==> src/rtl/arith_defs.sv <==
// Shared arithmetic definitions: serial-unit FSM encodings and default datapath width.
package arith_defs;

  typedef enum logic [1:0] {
    ST_IDLE = 2'd0,
    ST_RUN  = 2'd1,
    ST_DONE = 2'd2
  } state_t;

  localparam int ARITH_W = 4;

  // Bit-counter width; a 1-bit operand still needs a 1-bit counter.
  function automatic int cnt_width(input int w);
    return (w > 1) ? $clog2(w) : 1;
  endfunction

endpackage

==> src/rtl/sub_1.sv <==
// Combinational one-bit full subtractor: diff = ina - inb - bin, bout = borrow out.
module sub_1 (
  input  logic ina,
  input  logic inb,
  input  logic bin,
  output logic diff,
  output logic bout
);

  assign diff = ina ^ inb ^ bin;
  assign bout = (~ina & inb) | (~ina & bin) | (inb & bin);

endmodule

==> src/rtl/sub_serial.sv <==
// Bit-serial ripple-borrow subtractor: one full-subtractor cell plus a borrow flop,
// LSB first, W clocks per operation, start/ready/done handshake.
module sub_serial
  import arith_defs::*;
#(
  parameter int W = ARITH_W
) (
  input  logic         clk,
  input  logic         rst,
  input  logic         start,
  input  logic [W-1:0] in_a,
  input  logic [W-1:0] in_b,
  input  logic         bin,
  output logic         ready,
  output logic         done,
  output logic [W-1:0] diff,
  output logic         bout
);

  localparam int            CW       = cnt_width(W);
  localparam logic [CW-1:0] CNT_LAST = CW'(W - 1);

  state_t        state_reg;
  logic [W-1:0]  a_sh_reg;
  logic [W-1:0]  b_sh_reg;
  logic [W-1:0]  res_reg;
  logic          brw_reg;
  logic [CW-1:0] cnt_reg;
  logic          ready_reg;
  logic          done_reg;
  logic [W-1:0]  diff_reg;
  logic          bout_reg;

  logic          d_bit;
  logic          brw_next;
  logic [W-1:0]  res_next;

  sub_1 u_cell (
    .ina  (a_sh_reg[0]),
    .inb  (b_sh_reg[0]),
    .bin  (brw_reg),
    .diff (d_bit),
    .bout (brw_next)
  );

  // Each new difference bit enters at the MSB so the LSB lands at bit 0 after W shifts.
  always_comb begin
    res_next = (res_reg >> 1) | (W'(d_bit) << (W - 1));
  end

  always_ff @(posedge clk) begin
    if (rst) begin
      state_reg <= ST_IDLE;
      a_sh_reg  <= '0;
      b_sh_reg  <= '0;
      res_reg   <= '0;
      brw_reg   <= 1'b0;
      cnt_reg   <= '0;
      ready_reg <= 1'b1;
      done_reg  <= 1'b0;
      diff_reg  <= '0;
      bout_reg  <= 1'b0;
    end else begin
      case (state_reg)
        ST_IDLE, ST_DONE: begin
          done_reg <= 1'b0;
          if (start) begin
            a_sh_reg  <= in_a;
            b_sh_reg  <= in_b;
            brw_reg   <= bin;
            cnt_reg   <= '0;
            ready_reg <= 1'b0;
            state_reg <= ST_RUN;
          end else begin
            ready_reg <= 1'b1;
            state_reg <= ST_IDLE;
          end
        end
        ST_RUN: begin
          a_sh_reg <= a_sh_reg >> 1;
          b_sh_reg <= b_sh_reg >> 1;
          res_reg  <= res_next;
          brw_reg  <= brw_next;
          cnt_reg  <= cnt_reg + 1'b1;
          if (cnt_reg == CNT_LAST) begin
            diff_reg  <= res_next;
            bout_reg  <= brw_next;
            done_reg  <= 1'b1;
            ready_reg <= 1'b1;
            state_reg <= ST_DONE;
          end
        end
        default: begin
          done_reg  <= 1'b0;
          ready_reg <= 1'b1;
          state_reg <= ST_IDLE;
        end
      endcase
    end
  end

  assign ready = ready_reg;
  assign done  = done_reg;
  assign diff  = diff_reg;
  assign bout  = bout_reg;

endmodule
==> config.mk <==
export PLATFORM = sky130hd
export DESIGN_NAME = sub_serial
export DESIGN_NICKNAME = d
export VERILOG_FILES = /design/src/rtl/arith_defs.sv /design/src/rtl/sub_1.sv /design/src/rtl/sub_serial.sv
export SDC_FILE = /design/constraint.sdc
export NUM_CORES = 1
export LEC_CHECK = 0
export CORE_MARGIN = 2
export CORE_UTILIZATION = 45
export DETAILED_ROUTE_END_ITERATION = 16
export HOLD_SLACK_MARGIN = 0.02
export PLACE_DENSITY = 0.71
export SLEW_MARGIN = 20
export SYNTH_ARGS = -nofsm -noshare
export SYNTH_HDL_FRONTEND = slang
export SYNTH_SLANG_ARGS = --single-unit
==> constraint.sdc <==
create_clock -name clk -period 3.5 [get_ports clk]
set_input_delay 0.7 -clock clk [delete_from_list [all_inputs] [get_ports clk]]
set_output_delay 0.7 -clock clk [all_outputs]
set_load 0.02 [all_outputs]
---- Yosys cells after proc, flatten, opt, wreduce, memory -nomap -nowiden ----
Cells that the tools add are included.
word-level totals
  logic and storage cells ................. 46
  input port bits ......................... 12
  output and inout bits ................... 7
  flip-flop bits (word level) ............. 24
operators by class
  bitwise gates (word level) .............. 10
  add/subtract/negate cells ............... 1
  reductions and logical operators ........ 6
  equality and inequality tests ........... 5
  multiplexer cells ....................... 14
operator list
  operator               number
  $pmux W4 S2            2
  $mux W4                2
  $pmux W2 S2            2
  $eq A2 B2 Y1 const B   2
  $mux W1                4
  $mux W2                2
  $ne A2 B2 Y1 const B   2
  $or A3 B4 Y4           1
  $pmux W1 S2            2
  $reduce_and A2 Y1      2
  $reduce_or A2 Y1       2
  $and A1 B1 Y1          3
  $add A2 B1 Y2 const B  1
  $eq A2 B1 Y1 const B   1
  $logic_not A2 Y1       1
  $not A1 Y1             2
  $or A1 B1 Y1           2
  $reduce_bool A2 Y1     1
  $xor A1 B1 Y1          2

---- Logic depth before layout (Yosys ltp) ----
Gate-level depths: netlist of the first run.
  word-level depth ........................ 5
  mapped depth ............................ 5
  depth with buffers taken out ............ 4

---- Modules after synthesis ----
Synthesis of the first run repeated with hierarchy kept, for this count alone.
second synthesis, totals
  cells, all modules ...................... 105
  area total of the unflattened synthesis .. 987.2 um^2
by module, submodules not included
  module      area an instance (um^2)  times used  sequential area each (um^2)  cells an instance
  sub_serial  959.7                    1           460.4                        102
  sub_1       27.5                     1           0.0                          3

---- Least setup slack after synthesis of the first run ----
No wires, ideal clock.
  kind .................................... input -> register
  start ................................... input start
  end ..................................... register a_sh_reg[1]
  stages on the path ...................... 4
  slack ................................... 2.182 ns
  arrival time ............................ 1.185 ns
  buffers on the path ..................... 1
  cells stage by stage .................... and2b_2 > buf_2 > nor3_1 > nor3_1
between the ends
  cells in the longest elaborated chain, start to end .. 2
RTL lines
  element                      line              RTL
  start, declared              sub_serial.sv:10  input logic start,
  $ne A2 B2 Y1 (no line)       -
  $reduce_and A2 Y1 (no line)  -
  end signal, assigned         sub_serial.sv:68  a_sh_reg <= in_a;
  end signal, assigned         sub_serial.sv:80  a_sh_reg <= a_sh_reg >> 1;
  end, declared                sub_serial.sv:24  logic [W-1:0] a_sh_reg;
No other way between the ends.
A chain may end at the register's enable or synchronous reset.

---- Final worst setup path of the first run ----
  start ................................... register ready_reg (netlist: ready)
  end ..................................... output ready
RTL lines
  element                 line              RTL
  start, declared         sub_serial.sv:29  logic ready_reg;
  start signal, assigned  sub_serial.sv:59  ready_reg <= 1'b1;
  start signal, assigned  sub_serial.sv:72  ready_reg <= 1'b0;
  start signal, assigned  sub_serial.sv:75  ready_reg <= 1'b1;
  end, declared           sub_serial.sv:14  output logic ready,
No word-level cell between the ends.

==> out/summary.txt, run 1 <==
Die Y-Extent: 49.6 um
Top FF cell, synth: dfxtp_1
Total gr overflow: 0
Post-synth EDFFs: 0
Area of the die: 0.00246 mm^2
Final Net Count: 129
Hold_buf cts: 0
Max-slew headroom: 44.2%
Number of clock sinks: 23
Startpoint Class: flop
PnR worst setup slack: 1530 ps
Drt via density: 5.24
Global-route wire length before repair: 3000 um
CTS max path bufs: 2
Syn_nets: 115
CTS root buf: clkbuf_4
Area of the multi-input gates: 402 um^2
Unrepaired setup endpoints after global routing: false
Initial Util: 47.7%
I/O Buffers: 18
Syn Inst Count: 101
Worst endpoint required time: 2800 ps
Vias: 739
Post-route clock period utilization: 56.4%
Top-count cell post-synth: dfxtp_1
CTS tree: yes
Vias in the first global route: 678
Peak Freq: 507 MHz
Iter 0 DRT Violations: 6
Ys Warns: 0
Largest delay share family, worst path: buffers and inverters
Synth top area cells: dfxtp_1 49%, nor3_1 7.5%, a21oi_1 5.9%
Worst hold path class: flop to flop
CP Buf/Inv Count: 1
Critical path class: flop to primary output
Final ANT Viol Nets: 0
Routed WL: 1780 um
CP Capture Type: primary output
Cell Int Power: 0.355 mW
Leakage: 0.378 nW
Min cycle time layout: 1970 ps
Commonest cells in the netlist: 23 x dfxtp_1, 14 x nor3_1, 11 x a21oi_1, 11 x nand2_1, 8 x nand3_1
Max_cap viols: 0
Top-level port count: 19
Avg Cell Area, Syn: 9.27 um^2
Fin. max-slew vios: 0
PD cells: 436 mW/mm^2
Gp weighted congestion: 0.719
Post_cts resized: 0
N_diodes: 0
Worst slew pin tran: 834 ps
Max FO, Critical Path: 2
Sequential share of the synthesized area: 49.2%
P_sw: 0.128 mW
Hpwl dp: 1180 um
Peak VDD IR: 0.000207 V
H-tree depth: 1
Clock Pin Slew Worst Setup and Hold Paths: 120 ps
Hold Fails Final Rpt: 0
Layout cells sized above 1: 7.02%
Compound-cell area share of the yosys netlist: 16.0%
Routed wire length per instance: 12.7 um
Reg power frac: 59.2%
FF+latch area: 460 um^2
TritonCTS Buffers: 3
Sw Share: 26.5%
Comb pwr share: 15.5%
Placement row count: 16
Die Width: 49.6 um
Layout area overhead: 18.3%
#FFs+latches synth: 23
Setup_tns: 0 ps
Largest net degree at the start of global routing: 24
Detailed Routing Iterations Pass 1: 2
Initial antenna violation count: 0
Dpl ws: 1470 ps
Asr flop ratio synth: 0%
Post-Synth Simple-Gate Area: 23.4%
Fill cells: 215
Final setup fails: 0
Largest family of logic cells by synthesized area: simple AND/OR/NAND/NOR gates
Worst Skew: 4.22 ps
CP arrival: 1270 ps
Area leader, netlist: dfxtp_1
Mux contribution to synthesized area: 0%
Setup Buffers After CTS: 0
Clock Latency Late Sink: 310 ps
Post-Syn Area: 936 um^2
Synth top area share: 49.2%
Crit path largest cell delay: 610 ps
Drt drc: 0
Crit path max-delay cell type: clkdlybuf4s50_1
Outcome: finished clean
XOR/XNOR share of the synthesized area: 0%
Cell variety after synth: 25
Clock power frac: 25.4%
Cell Chain, Critical Path: clkdlybuf4s50_1
Synth Area in Adders: 3.48%
Core Region: 0.00196 mm^2
GRT Util Overall: 16.3%
[power by group through the flow]
stage               Combinational [mW]  Clock [mW]  Sequential [mW]
floorplan                       0.0591           0            0.291
global placement                0.0721           0            0.291
detailed placement              0.0744           0            0.292
CTS                             0.0747       0.129            0.286
global route                    0.0831       0.139            0.288
finish                          0.0747       0.122            0.286
[layer usage]
metal | global-route usage (%) | routed length (um) | vias to the layer above
li1 | - | - | 384
met4 | 12.5 | 61 | 0
met2 | 26.4 | 827 | 13
met1 | 18.8 | 829 | 337
met3 | 3.03 | 66 | 5
met5 | 0 | 0 | -
[placed cells by master, fill, tap and decap left out]
cell,netlist,routed
nor3b_1,1,1
nand3_1,8,8
o22ai_1,7,7
clkdlybuf4s50_1,0,18
and2b_2,1,1
dfxtp_1,23,23
clkinv_2,0,1
clkbuf_4,0,3
nand3b_1,1,1
nor3_1,14,14
nand2b_1,3,3
inv_1,1,1
a211oi_2,1,1
a311oi_2,1,1
nand2_1,11,11
a311oi_1,1,1
nor2b_4,1,1
nor2_1,3,3
fa_1,1,1
o21bai_1,1,1
ha_1,1,1
a21oi_1,11,11
o21a_1,1,1
[cells by family (layout without fill, tap and decap cells)]
| kind of cell | Yosys count | in the layout |
|---|---|---|
| AO/OA/AOI/OAI | 23 | 23 |
| adder cells (fa/ha/maj) | 2 | 2 |
| buffers and inverters | 10 | 23 |
| flip-flops | 23 | 23 |
| AND/OR/NAND/NOR | 43 | 43 |
[per-stage QoR]
| step | hold slack [ps] | std cells | utilization (%) | cell area [um^2] | total power, mW |
|---|---|---|---|---|---|
| 2_1_floorplan | 437 | 101 | - | 936 | 0.350 |
| 3_3_place_gp | 443 | 137 | 55.0 | 1080 | 0.363 |
| 3_5_place_dp | 450 | 137 | 55.0 | 1080 | 0.366 |
| 4_1_cts | 469 | 141 | 56.4 | 1110 | 0.490 |
| 5_1_grt | 489 | 141 | 56.4 | 1110 | 0.509 |
| 6_report | 463 | 141 | 56.4 | 1110 | 0.483 |
[worst paths after layout]
| kind | endpoint | slack [ps] | start | depth (start not counted) |
|---|---|---|---|---|
| hold reg to reg | diff[2] | 460 | diff[2] | 2 |
| hold / removal | diff[2] | 460 | diff[2] | 2 |
| setup / recovery | ready | 1530 | ready | 1 |
| setup reg to reg | a_sh_reg[0] | 2010 | state_reg[1] | 3 |
[area by class of cell]
type,count,share of cell area (%)
sequential,23,41.6
multi-input combinational,68,36.3
timing repair buffer,18,16.3
tap,27,3.05
clock buffer,3,2.03
clock inverter,1,0.452
inverter,1,0.339
Power figures use the tool's default switching activity.
==> run 2, diff against run 1 <==
--- a/config.mk
+++ b/config.mk
@@ -6,10 +6,10 @@
 export NUM_CORES = 1
 export LEC_CHECK = 0
 export CORE_MARGIN = 2
-export CORE_UTILIZATION = 45
+export CORE_UTILIZATION = 44
 export DETAILED_ROUTE_END_ITERATION = 16
 export HOLD_SLACK_MARGIN = 0.02
-export PLACE_DENSITY = 0.71
+export PLACE_DENSITY = 0.73
 export SLEW_MARGIN = 20
 export SYNTH_ARGS = -nofsm -noshare
 export SYNTH_HDL_FRONTEND = slang
==> constraint.sdc (replaced) <==
create_clock -name clk -period 1.8 [get_ports clk]
set_input_delay 0.36 -clock clk [delete_from_list [all_inputs] [get_ports clk]]
set_output_delay 0.36 -clock clk [all_outputs]
set_load 0.02 [all_outputs]
==> out/summary.txt, run 2 (same netlist as run 1, synthesis figures left out) <==
Outcome: finished clean (unchanged)
Max_cap viols: 0 (unchanged)
Vias: 738 (was 739)
CTS root buf: clkbuf_4 (unchanged)
Peak VDD IR: 0.000398 V (was 0.000207 V)
Clock Latency Late Sink: 300 ps (was 310 ps)
Min cycle time layout: 1620 ps
Post_cts resized: 0 (unchanged)
Worst slew pin tran: 641 ps (was 834 ps)
Leakage: 0.387 nW (was 0.378 nW)
Commonest non-fill, non-tap cell in the layout: dfxtp_1 (unchanged)
Largest net degree at the start of global routing: 24 (unchanged)
Drt drc: 0 (unchanged)
Final ANT Viol Nets: 0 (unchanged)
Final Net Count: 131 (was 129)
Startpoint Class: flop (unchanged)
Crit path largest cell delay: 610 ps (about the same)
CP Capture Type: primary output (unchanged)
Setup_tns: 0 ps (unchanged)
Commonest non-fill, non-tap cells in the layout: 23 x dfxtp_1, 18 x clkdlybuf4s50_1, 14 x nor3_1 (unchanged)
Fill cells: 167 (was 215)
Core Region: 0.00198 mm^2 (was 0.00196 mm^2)
Fin. max-slew vios: 0 (unchanged)
TritonCTS Buffers: 3 (unchanged)
Total power: 0.935 mW (was 0.483 mW)
Total gr overflow: 0 (unchanged)
Largest delay share family, worst path: buffers and inverters (unchanged)
CTS tree: yes (unchanged)
Setup Buffers After CTS: 0 (unchanged)
Worst endpoint required time: 1440 ps (was 2800 ps)
Iter 0 DRT Violations: 11 (was 6)
Initial Util: 47.2% (was 47.7%)
Routed wire length per instance: 11.7 um (was 12.7 um)
Initial antenna violation count: 0 (unchanged)
Die Y-Extent: 50.1 um (was 49.6 um)
Layout cells sized above 1: 8.62% (was 7.02%)
Layout area overhead: 19.9% (was 18.3%)
GRT Util Overall: 14.7% (was 16.3%)
Worst hold path class: flop to flop (unchanged)
Crit path max-delay cell type: clkdlybuf4s50_1 (unchanged)
Post-route clock period utilization: 90.0%
Routed WL: 1670 um (was 1780 um)
Max FO, Critical Path: 2 (unchanged)
Global-route wire length before repair: 2880 um (was 3000 um)
Hold Fails Final Rpt: 0 (unchanged)
Critical path class: flop to primary output (unchanged)
Peak Freq: 617 MHz
Final setup fails: 0 (unchanged)
Die Width: 50.1 um (was 49.6 um)
Number of clock sinks: 23 (unchanged)
I/O Buffers: 18 (unchanged)
PD cells: 833 mW/mm^2 (was 436 mW/mm^2)
H-tree depth: 1 (unchanged)
Max-slew headroom: 57.3% (was 44.2%)
Final core occ: 56.6% (was 56.4%)
Drt via density: 5.16 (was 5.24)
Cell Chain, Critical Path: clkdlybuf4s50_1 (unchanged)
Placement row count: 16 (unchanged)
Area of the die: 0.00251 mm^2 (was 0.00246 mm^2)
Worst Skew: 8.13 ps (was 4.22 ps)
CTS max path bufs: 2 (unchanged)
CP Buf/Inv Count: 1 (unchanged)
Clock Pin Slew Worst Setup and Hold Paths: 130 ps (was 120 ps)
Detailed Routing Iterations Pass 1: 4 (was 2)
N_diodes: 0 (unchanged)
Hold_buf cts: 0 (unchanged)
Hpwl dp: 1160 um (was 1180 um)
Top-level port count: 19 (unchanged)
Vias in the first global route: 711 (was 678)
Unrepaired setup endpoints after global routing: false (unchanged)
Gp weighted congestion: 0.697 (was 0.719)
CP arrival: 1260 ps (was 1270 ps)
[run 2: layout make-up]
class                   instances  area [um^2]  share of cell area, %
flip-flops and latches         23          460                   41.0
inverters                       1         3.75                  0.334
well taps                      27         33.8                   3.01
repair buffers                 20          195                   17.4
multi-input cells              68          402                   35.8
clock inverters                 1         5.00                  0.446
clock buffers                   3         22.5                   2.01
[run 2: where the power goes]
| group | switching [mW] | internal (mW) | leakage, nW |
|---|---|---|---|
| Clock | 0.149 | 0.0828 | 0.0177 |
| Combinational | 0.0751 | 0.0723 | 0.181 |
| Sequential | 0.0175 | 0.538 | 0.188 |
[run 2: worst register-to-register path, cell delays in order, from the launching register on]
cell and delay (ps):
dfxtp_1 400, nand2b_1 540, o22ai_1 170, a311oi_2 240
[run 2: stage by stage]
| step | cell area (um^2) | worst slack (ps) | hold slack, ps | cells |
|---|---|---|---|---|
| final | 1120 | 179 | 462 | 143 |
| after global placement | 1090 | 304 | 441 | 139 |
| after floorplan | 936 | 673 | 428 | 101 |
| after CTS | 1120 | 174 | 465 | 143 |
| after global routing | 1120 | 117 | 485 | 143 |
| after detailed placement | 1090 | 237 | 448 | 139 |
[run 2: worst paths after layout]
| kind | start | endpoint | slack, ps | depth (start not counted) |
|---|---|---|---|---|
| setup reg to reg | state_reg[1] | a_sh_reg[0] | 370 | 3 |
| setup / recovery | ready | ready | 180 | 1 |
| hold / removal | diff[2] | diff[2] | 460 | 2 |
| hold reg to reg | diff[2] | diff[2] | 460 | 2 |
[run 2: layer usage]
layer  vias to the layer above  part of all wire, %  track usage, %
met2                        12                   49            25.4
met1                       337                   47            17.9
li1                        387                    -               -
met3                         2                  3.2            2.42
met5                         -                    0               0
met4                         0                 0.84            5.56
